[src/rtl/neuron_learn_seq_if.sv]
// Sample/result handshake bundle for neuron_learn_seq: sample + training target in, activation
// and back-propagated input targets out. The neuron itself sits on the slave modport.
interface neuron_learn_seq_if #(
    parameter int N = 16
);
    logic              in_valid;
    logic              in_ready;
    logic              learn;
    logic [N-1:0][7:0] in_data;
    logic [7:0]        expected_out;
    logic              out_valid;
    logic              out_ready;
    logic [7:0]        out_data;
    logic [N-1:0][7:0] expected_in;

    modport master (
        output in_valid, learn, in_data, expected_out, out_ready,
        input  in_ready, out_valid, out_data, expected_in
    );

    modport slave (
        input  in_valid, learn, in_data, expected_out, out_ready,
        output in_ready, out_valid, out_data, expected_in
    );
endinterface

[src/rtl/neuron_learn_seq.sv]
// Serial-MAC clamp neuron with online learning of weights and activation bounds.
// Optional build macro NEURON_RAND_INIT_EN: LFSR-driven weight initialisation in an INIT state.
module neuron_learn_seq #(
    parameter int          N         = 16,
    parameter int          LR_SHIFT  = 2,
    parameter logic [15:0] W_INIT    = 16'h0040,
    parameter logic [15:0] LFSR_SEED = 16'hACE1
) (
    input  logic                clk,
    input  logic                rst_n,
    neuron_learn_seq_if.slave   io_nrn,
    output logic [N-1:0][15:0]  o_weights,
    output logic [15:0]         o_activation_max,
    output logic [15:0]         o_activation_min
);

    localparam int             IW       = (N > 1) ? $clog2(N) : 1;
    localparam logic [IW-1:0]  IDX_LAST = IW'(N - 1);

    typedef enum logic [2:0] {
        S_INIT, S_IDLE, S_ACCUM, S_ACT, S_UPDATE, S_DONE
    } state_t;

    state_t             r_state;
    state_t             w_nextState;
    logic [IW-1:0]      r_idx;
    logic [IW-1:0]      w_idxNext;
    logic [23:0]        r_acc;
    logic [N-1:0][7:0]  r_inQ;
    logic [7:0]         r_expOutQ;
    logic               r_learnQ;
    logic [15:0]        r_sum;
    logic [8:0]         r_delta;
    logic [7:0]         r_out;
    logic [N-1:0][7:0]  r_expIn;
    logic [N-1:0][15:0] r_weights;
    logic [15:0]        r_actMax;
    logic [15:0]        r_actMin;
    logic               w_inReady;
    logic               w_outValid;

`ifdef NEURON_RAND_INIT_EN
    logic [15:0] r_lfsr;
    logic        w_lfsrFb;
    assign w_lfsrFb = r_lfsr[15] ^ r_lfsr[13] ^ r_lfsr[12] ^ r_lfsr[10];
    localparam state_t RESET_STATE = S_INIT;
`else
    localparam state_t RESET_STATE = S_IDLE;
    if (LFSR_SEED == 16'h0000) begin : g_seedUnusedWithoutRandInit
    end
`endif

    function automatic logic [15:0] sat16(input logic signed [31:0] v);
        if (v > 32'sd32767)       sat16 = 16'h7FFF;
        else if (v < -32'sd32768) sat16 = 16'h8000;
        else                      sat16 = v[15:0];
    endfunction

    function automatic logic [7:0] clamp8(input logic signed [31:0] v);
        if (v < 32'sd0)        clamp8 = 8'h00;
        else if (v > 32'sd255) clamp8 = 8'hFF;
        else                   clamp8 = v[7:0];
    endfunction

    // Operands for the lane currently addressed by r_idx, widened to 32-bit signed.
    logic [7:0]         w_inSel;
    logic [15:0]        w_wOld;
    logic signed [31:0] w_inS, w_wS, w_deltaS, w_absDeltaS, w_sumS, w_minS, w_maxS;

    assign w_inSel     = r_inQ[r_idx];
    assign w_wOld      = r_weights[r_idx];
    assign w_inS       = {24'd0, w_inSel};
    assign w_wS        = {{16{w_wOld[15]}}, w_wOld};
    assign w_deltaS    = {{23{r_delta[8]}}, r_delta};
    assign w_absDeltaS = r_delta[8] ? -w_deltaS : w_deltaS;
    assign w_sumS      = {{16{r_sum[15]}}, r_sum};
    assign w_minS      = {{16{r_actMin[15]}}, r_actMin};
    assign w_maxS      = {{16{r_actMax[15]}}, r_actMax};
    assign w_idxNext   = (r_idx == IDX_LAST) ? '0 : r_idx + IW'(1);

    // Activation stage: saturated sum, bound swap if inverted, clamp and error term.
    logic [15:0]        w_sumAct, w_hi, w_lo;
    logic signed [31:0] w_sumActS, w_hiS, w_loS, w_dS;
    logic [7:0]         w_out;
    logic [8:0]         w_delta;

    always_comb begin
        w_sumAct  = sat16({{8{r_acc[23]}}, r_acc});
        w_hi      = r_actMax;
        w_lo      = r_actMin;
        if ($signed(r_actMax) < $signed(r_actMin)) begin
            w_hi = r_actMin;
            w_lo = r_actMax;
        end
        w_sumActS = {{16{w_sumAct[15]}}, w_sumAct};
        w_hiS     = {{16{w_hi[15]}}, w_hi};
        w_loS     = {{16{w_lo[15]}}, w_lo};
        w_dS      = w_sumActS - w_loS;
        if (w_sumActS > w_hiS || w_dS >= 32'sd255) w_out = 8'hFF;
        else if (w_dS < 32'sd0)                    w_out = 8'h00;
        else                                       w_out = w_dS[7:0];
        w_delta   = $signed({1'b0, r_expOutQ}) - $signed({1'b0, w_out});
    end

    always_ff @(posedge clk or negedge rst_n) begin
        if (!rst_n) r_state <= RESET_STATE;
        else        r_state <= w_nextState;
    end

    always_comb begin
        w_nextState = r_state;
        w_inReady   = 1'b0;
        w_outValid  = 1'b0;
        case (r_state)
            S_INIT: begin
`ifdef NEURON_RAND_INIT_EN
                if (r_idx == IDX_LAST) w_nextState = S_IDLE;
`else
                w_nextState = S_IDLE;
`endif
            end
            S_IDLE: begin
                w_inReady = 1'b1;
                if (io_nrn.in_valid) w_nextState = S_ACCUM;
            end
            S_ACCUM:  if (r_idx == IDX_LAST) w_nextState = S_ACT;
            S_ACT:    w_nextState = r_learnQ ? S_UPDATE : S_DONE;
            S_UPDATE: if (r_idx == IDX_LAST) w_nextState = S_DONE;
            S_DONE: begin
                w_outValid = 1'b1;
                if (io_nrn.out_ready) w_nextState = S_IDLE;
            end
            default:  w_nextState = S_IDLE;
        endcase
    end

    always_ff @(posedge clk or negedge rst_n) begin
        if (!rst_n) begin
            r_idx     <= '0;
            r_acc     <= '0;
            r_inQ     <= '0;
            r_expOutQ <= '0;
            r_learnQ  <= 1'b0;
            r_sum     <= '0;
            r_delta   <= '0;
            r_out     <= '0;
            r_expIn   <= '0;
            r_weights <= {N{W_INIT}};
            r_actMax  <= 16'h0100;
            r_actMin  <= 16'h0000;
`ifdef NEURON_RAND_INIT_EN
            r_lfsr    <= LFSR_SEED;
`endif
        end else begin
            case (r_state)
`ifdef NEURON_RAND_INIT_EN
                S_INIT: begin
                    r_weights[r_idx] <= {{8{r_lfsr[7]}}, r_lfsr[7:0]};
                    r_lfsr           <= {r_lfsr[14:0], w_lfsrFb};
                    r_idx            <= w_idxNext;
                end
`endif
                S_IDLE: begin
                    if (io_nrn.in_valid) begin
                        r_inQ     <= io_nrn.in_data;
                        r_expOutQ <= io_nrn.expected_out;
                        r_learnQ  <= io_nrn.learn;
                        r_idx     <= '0;
                        r_acc     <= '0;
                    end
                end
                S_ACCUM: begin
                    r_acc <= r_acc + 24'((w_inS * w_wS) >>> 8);
                    r_idx <= w_idxNext;
                end
                S_ACT: begin
                    r_sum    <= w_sumAct;
                    r_out    <= w_out;
                    r_delta  <= w_delta;
                    r_actMax <= w_hi;
                    r_actMin <= w_lo;
                    r_idx    <= '0;
                    if (!r_learnQ) r_expIn <= r_inQ;
                end
                S_UPDATE: begin
                    // Bounds only move toward a sum that the target says should not have been clipped.
                    if (r_idx == '0) begin
                        if (w_sumS < w_minS && w_deltaS > 32'sd0)
                            r_actMin <= sat16(w_minS - ((w_absDeltaS * (w_minS - w_sumS)) >>> 8));
                        if (w_sumS > w_maxS && w_deltaS < 32'sd0)
                            r_actMax <= sat16(w_maxS + ((w_absDeltaS * (w_sumS - w_maxS)) >>> 8));
                    end
                    r_expIn[r_idx]   <= clamp8(w_inS + ((w_deltaS * w_wS) >>> 8));
                    r_weights[r_idx] <= sat16(w_wS + ((w_deltaS * w_inS) >>> (8 + LR_SHIFT)));
                    r_idx            <= w_idxNext;
                end
                default: ;
            endcase
        end
    end

    assign io_nrn.in_ready    = w_inReady;
    assign io_nrn.out_valid   = w_outValid;
    assign io_nrn.out_data    = r_out;
    assign io_nrn.expected_in = r_expIn;
    assign o_weights          = r_weights;
    assign o_activation_max   = r_actMax;
    assign o_activation_min   = r_actMin;

endmodule

[src/flat_wrapper.sv]
// flat-port wrapper written by rule: the top's interface ports become plain ports
module neuron_learn_seq_flat 
#(
    parameter int          N         = 16,
    parameter int          LR_SHIFT  = 2,
    parameter logic [15:0] W_INIT    = 16'h0040,
    parameter logic [15:0] LFSR_SEED = 16'hACE1
)
  (clk, rst_n, o_weights, o_activation_max, o_activation_min, io_nrn_in_valid, io_nrn_learn, io_nrn_in_data, io_nrn_expected_out, io_nrn_out_ready, io_nrn_in_ready, io_nrn_out_valid, io_nrn_out_data, io_nrn_expected_in);
  neuron_learn_seq_if #(.N(N)) io_nrn_i ();
  input  logic clk;
  input  logic rst_n;
  output logic [N-1:0][15:0] o_weights;
  output logic [15:0] o_activation_max;
  output logic [15:0] o_activation_min;
  input wire logic [$bits(io_nrn_i.in_valid)-1:0] io_nrn_in_valid;
  input wire logic [$bits(io_nrn_i.learn)-1:0] io_nrn_learn;
  input wire logic [$bits(io_nrn_i.in_data)-1:0] io_nrn_in_data;
  input wire logic [$bits(io_nrn_i.expected_out)-1:0] io_nrn_expected_out;
  input wire logic [$bits(io_nrn_i.out_ready)-1:0] io_nrn_out_ready;
  output wire logic [$bits(io_nrn_i.in_ready)-1:0] io_nrn_in_ready;
  output wire logic [$bits(io_nrn_i.out_valid)-1:0] io_nrn_out_valid;
  output wire logic [$bits(io_nrn_i.out_data)-1:0] io_nrn_out_data;
  output wire logic [$bits(io_nrn_i.expected_in)-1:0] io_nrn_expected_in;
  assign io_nrn_i.in_valid = io_nrn_in_valid;
  assign io_nrn_i.learn = io_nrn_learn;
  assign io_nrn_i.in_data = io_nrn_in_data;
  assign io_nrn_i.expected_out = io_nrn_expected_out;
  assign io_nrn_i.out_ready = io_nrn_out_ready;
  assign io_nrn_in_ready = io_nrn_i.in_ready;
  assign io_nrn_out_valid = io_nrn_i.out_valid;
  assign io_nrn_out_data = io_nrn_i.out_data;
  assign io_nrn_expected_in = io_nrn_i.expected_in;
  neuron_learn_seq #(.N(N), .LR_SHIFT(LR_SHIFT), .W_INIT(W_INIT), .LFSR_SEED(LFSR_SEED)) u_core (.clk(clk), .rst_n(rst_n), .io_nrn(io_nrn_i), .o_weights(o_weights), .o_activation_max(o_activation_max), .o_activation_min(o_activation_min));
endmodule
[config.mk]
export PLATFORM = sky130hd
export DESIGN_NAME = neuron_learn_seq_flat
export DESIGN_NICKNAME = d
export VERILOG_FILES = /design/src/rtl/neuron_learn_seq_if.sv /design/src/rtl/neuron_learn_seq.sv /design/src/flat_wrapper.sv
export SDC_FILE = /design/constraint.sdc
export NUM_CORES = 2
export LEC_CHECK = 0
export CORE_MARGIN = 5
export CORE_UTILIZATION = 40
export DETAILED_ROUTE_END_ITERATION = 6
export SLEW_MARGIN = 20
export SYNTH_ARGS = -nofsm -noshare
export SYNTH_HDL_FRONTEND = slang
export SYNTH_SLANG_ARGS = --single-unit
[constraint.sdc]
create_clock -name clk -period 12.3 [get_ports clk]
set_input_delay 1.23 -clock clk [delete_from_list [all_inputs] [get_ports clk]]
set_output_delay 1.23 -clock clk [all_outputs]
set_load 0.01 [all_outputs]
# After elaboration in Yosys (flattened, before gate mapping)
# Index checks and enable logic that the tools add are counted.
# totals
register_bits,617
inputBits,141
wordCells,172
out_inout_bits,426
# classes
n_eq_ne,14
n_mul,5
add_sub_neg,11
muxes,48
n_reduce_logical,16
magnitude_cmp,20
# ops
op,count
two-way mux 16 bit,17
bitwise mux 256 bit,1
one-hot mux 128 bit (2 select lines),1
bitwise mux 128 bit,1
two-way mux 128 bit,1
"greater-than comparator 32 x 16 -> 1 bit, second input constant",3
"less-than comparator 32 x 16 -> 1 bit, second input constant",3
binary-select mux 16 bit (select 4 bit),1
demux 16 bit (select 4 bit),1
"less-than comparator 32 x 1 -> 1 bit, second input constant",2
multiplier 32 x 17 -> 32 bit,2
one-hot mux 16 bit (2 select lines),2
two-way mux 8 bit,7
subtractor 16 x 16 -> 17 bit,3
multiplier 9 x 16 -> 25 bit,2
one-hot mux 24 bit (2 select lines),1
binary-select mux 8 bit (select 4 bit),1
demux 8 bit (select 4 bit),1
">= comparator 32 x 9 -> 1 bit, second input constant",1
greater-than comparator 16 bit,2
"greater-than comparator 32 x 9 -> 1 bit, second input constant",1
less-than comparator 16 bit,2
two-way mux 32 bit,1
negator 9 -> 32 bit,1
35 further kinds,56

# Logic depth before layout (Yosys ltp)
# depth
word_depth,10
depth_mapped,51
depth_no_buf,50

# Worst setup path before layout
# OpenSTA, ideal clock, no wires.
# synth_timing
path_type,register -> register
startpoint,"register u_core.r_actMax[0], in the netlist u_core.o_activation_max[0]"
endpoint,"register u_core.r_actMax[10], in the netlist u_core.o_activation_max[10]"
period_less_slack_ps,11232
path_slack_ps,1068
arrival_time_ps,11106
required_ps,12174
setup_ps,126
path_stages_with_launch,45
path_buffers,2
cell_sequence,dfrtp_1 -> ha_1 -> fa_1 -> nor2b_1 -> o21ai_0 -> a21boi_0 -> o21ai_0 -> a21boi_0 -> o21ai_0 -> a21boi_0 -> o21ai_0 -> a21boi_0 -> o41ai_1 -> o21ai_0 -> clkbuf_1 -> nor2_1 -> fa_1 -> fa_1 -> (+9 left out) -> a21oi_1 -> a21oi_1 -> nand2_1 -> nor2_1 -> xnor2_1 -> ha_1 -> and3_1 -> and3_1 -> or4b_2 -> o22a_1 -> a31o_2 -> and4b_1 -> a311o_1 -> o31ai_1 -> o31ai_1 -> nor3b_1 -> buf_2 -> a21oi_1
# synth_between
elab_chain_len,9
elab_cells_between_ends,16
cone_classes,add/sub: 2; mul: 1; order compare: 4; eq/ne: 1; mux: 6; reduce/logical: 2
# synth_lines
item,line,text
from (decl),neuron_learn_seq.sv:37,logic [15:0] r_actMax;
from (signal assigned),neuron_learn_seq.sv:180,r_actMax <= w_hi;
from (signal assigned),neuron_learn_seq.sv:191,r_actMax <= sat16(w_maxS + ((w_absDeltaS * (w_sumS - w_maxS)) >>> 8));
subtractor 16 x 16 -> 17 bit,neuron_learn_seq.sv:191,
multiplier 32 x 17 -> 32 bit,neuron_learn_seq.sv:191,
adder 16 x 24 -> 25 bit,neuron_learn_seq.sv:191,
less-than comparator 32 x 16 -> 1 bit,neuron_learn_seq.sv:55,else if (v < -32'sd32768) sat16 = 16'h8000;
two-way mux 16 bit,neuron_learn_seq.sv:55,
two-way mux 16 bit,neuron_learn_seq.sv:54,if (v > 32'sd32767) sat16 = 16'h7FFF;
two-way mux 16 bit,neuron_learn_seq.sv:190,if (w_sumS > w_maxS && w_deltaS < 32'sd0)
two-way mux 16 bit,neuron_learn_seq.sv:187,if (r_idx == '0) begin
one-hot mux 16 bit (2 select lines),neuron_learn_seq.sv:155,case (r_state)
# Parallel ways exist; a longest one is shown, timed or not. The select of a mux whose other input is x is not followed.
# A chain may end at the register's enable or synchronous reset.

# Final worst setup path
# layout_timing
startpoint,"register u_core.r_actMax[0], in the netlist u_core.o_activation_max[0]"
endpoint,"register u_core.r_actMax[0], in the netlist u_core.o_activation_max[0]"
# Same word-level chain as after synthesis.

==> impl_metrics.toml <==
[sta]
fmax_mhz = 85.8
final_hold_viol_count = 0
period_share = 0.948
drv_slew = 0
tightest_slew_ns = 1.14
finClkSkew_ns = 0.0660
slew_headroom = 0.237
setup-violations-final = 0
min_period_ns = 11.66
rsz0062_at_grt = "false"
finalSetupTns_ns = 0

[synth]
synth_area_leader_cell = "fa_1"
synthArstFlopShare = 1.00
synth_seq_area_share = 0.225
synth_commonest_cells = "inv_1 (1,150), fa_1 (919), nand2_1 (875)"
ys_seq_elements = 617
synth_top_area_frac = 0.268
synth_top_flop_cell = "dfrtp_1"
avgSynthCellArea_um2 = 9.79
netlist_area_um2 = 68700
synth-edff-count = 0
yosysMostFrequentCell = "inv_1"
yosysWarnings = 0
synth_area_leaders = "fa_1 (27%), dfrtp_1 (22%), ha_1 (9.0%)"
syn_inst = 7015
netlist-cell-type-count = 99

[worst_hold_path]
hold_depth = 2
hp-class = "register to register"
hold_end = "u_core.io_nrn.expected_in[2]"
hold_start = "u_core.io_nrn.expected_in[2]"

[placement]
gp_congestion = 0.940
dpl_cell_area_um2 = 78900
dpl.hpwl_um = 188000
port_buffers = 566

[clock_network]
clkSinkCount = 617
clk_latency_ns = 0.67
cts-root-buf = "clkbuf_16"
tritoncts = "done"
clkTransAtPathRegs_ns = 0.06
hold_buffers = 0
cts-root-to-sink-buffers = 3
htreeDepth = 3
cts_buffers = 74

[drt]
routedWlPerCell_um = 23.0
ant_nets = 0
drt_wl_total_um = 236000
vias = 53752
firstDrtPassIters = 7
routed_via_density = 5.25
drc_errors = 0
first_iter_violations = 3649

[global_route]
antenna_found_initial = 20
grt_use_total = 0.263
grt_first_pass_wirelength_um = 358000
grt-ovfl-total = 0
grt_pass1_vias = 56800
grt_max_degree = 158

[die]
coreArea_um2 = 171000
die_x_um = 424
initial_core_util = 0.401
die_y_um = 424
rows = 152
ioPinCount = 567
dieArea_um2 = 180000

[outcome]
status = "completed"

[critical_path]
end_kind = "register"
ff2ff_path_depth = 44
crit_type = "register to register"
r2r-end = "u_core.o_activation_max[0]"
arrival_ns = 12.20
slowest_delay_ns = 0.56
start_kind = "register"
crit_slowest_cell = "o31ai_1"
critPathMostFrequentCell = "fa_1"
cp.required_ns = 12.84
reg2reg_from = "u_core.o_activation_max[0]"
critical_path.max_fanout = 14
r2r_slack_ns = 0.64

[layout]
nFillCells = 16057
final_nets = 9494
synthToLayoutAreaGrowth_pct = 18.8
post_route_cells_drive_above_1_share = 0.0959
final_area_um2 = 81600

[flow_run]
cap_violations = 0
[cells by family after synthesis]
group,synth area share
DFF,0.225
and+or+nand+nor,0.118
AOI/OAI and AO/OA,0.109
xor gates and xnor gates,0.0288
muxes,0.0810
adders and majority gates,0.358
other,0.000109
buffers and inverters,0.0809
[state kept, by name, indices dropped and copies added (netlist names)]
signal	count
u_core.o_weights	256
u_core.io_nrn.expected_in	128
u_core.r_inQ	128
u_core.r_acc	24
u_core.o_activation_max	16
u_core.o_activation_min	16
u_core.r_sum	16
u_core.r_delta	9
u_core.io_nrn.out_data	8
u_core.r_expOutQ	8
u_core.r_idx	4
u_core.r_state	3
u_core.r_learnQ	1
[placed cells by master, fill, tap and decap left out, types with 22 or more instances in the layout]
master | Yosys | routed
clkdlybuf4s50_1 | 0 | 565
mux2i_1 | 47 | 46
clkbuf_16 | 0 | 75
nand4_1 | 25 | 25
and2_1 | 216 | 214
buf_4 | 0 | 141
nor2_1 | 307 | 301
o31ai_1 | 81 | 81
nor3_1 | 53 | 53
o21ai_0 | 442 | 433
ha_1 | 494 | 494
a21oi_1 | 220 | 220
conb_1 | 2 | 446
dfrtp_1 | 599 | 594
nand2_1 | 875 | 871
a21o_1 | 64 | 64
fa_1 | 919 | 919
o31ai_2 | 48 | 48
xor2_1 | 66 | 64
a31oi_1 | 24 | 23
mux4_2 | 109 | 109
nand3_1 | 83 | 83
inv_1 | 1150 | 1150
nor2b_1 | 47 | 46
o21a_1 | 47 | 47
mux2_2 | 231 | 231
nand2b_1 | 58 | 57
or3_1 | 31 | 31
xnor2_1 | 157 | 147
and3_1 | 22 | 22
[critical path, delay by kind of cell (launching register included)]
kind	cells	cell delay (ns)
AO/OA/AOI/OAI	17	4.04
XOR/XNOR	2	0.56
adder cells (fa/ha/maj)	10	3.88
buffers and inverters	4	0.37
flip-flops	1	0.39
multiplexers	1	0.10
AND/OR/NAND/NOR	10	2.19
[timing repair]
action / in CTS / in global routing
gates resized for setup: 0 / 26
setup endpoints to repair: 0 / 31
buffers inserted: 0 / 5
[worst max-delay path by stage]
stage,startpoint,end,slack (ns),depth (start not counted)
after floorplan,u_core.o_activation_max[0],u_core.o_activation_max[10],1.07,44
after global routing,u_core.r_sum[0],u_core.o_activation_max[0],0.03,49
after CTS,u_core.o_activation_max[2],u_core.o_activation_max[0],0.25,45
final,u_core.o_activation_max[0],u_core.o_activation_max[0],0.64,44
after global placement,u_core.o_activation_max[2],u_core.o_activation_max[0],0.42,45
after detailed placement,u_core.o_activation_max[2],u_core.o_activation_max[0],0.33,45
[layer usage]
layer	GRT usage	vias to the layer above	wire, µm
met5	0	-	61
met4	0.129	8	14000
met3	0.0610	464	17600
li1	-	24206	-
met1	0.320	27371	91000
met2	0.439	1703	113000
[cell type report]
class	instances	area, µm²	area share
Timing Repair Buffer	712	6810	0.0835
Clock buffer	106	2130	0.0261
Clock inverter	30	485	0.00595
Sequential cell	617	15500	0.190
Tap cell	2233	2790	0.0342
Multi-Input combinational cell	5385	49600	0.607
Inverter	1150	4320	0.0529
Antenna cell	15	37.5	0.000460
[through the flow]
step,hold WS [ns],utilization,worst slack (ns),std cells
2_1_floorplan,0.475,-,1.07,7459
4_1_cts,0.502,0.476,0.251,10228
3_5_place_dp,0.489,0.461,0.328,10092
3_3_place_gp,0.481,0.461,0.419,10092
5_1_grt,0.539,0.477,0.0288,10247
6_report,0.502,0.477,0.644,10248
Power is left out: the tool's default activity adds up to more than one toggle a clock period on the data nets, which glitch-free logic cannot reach.
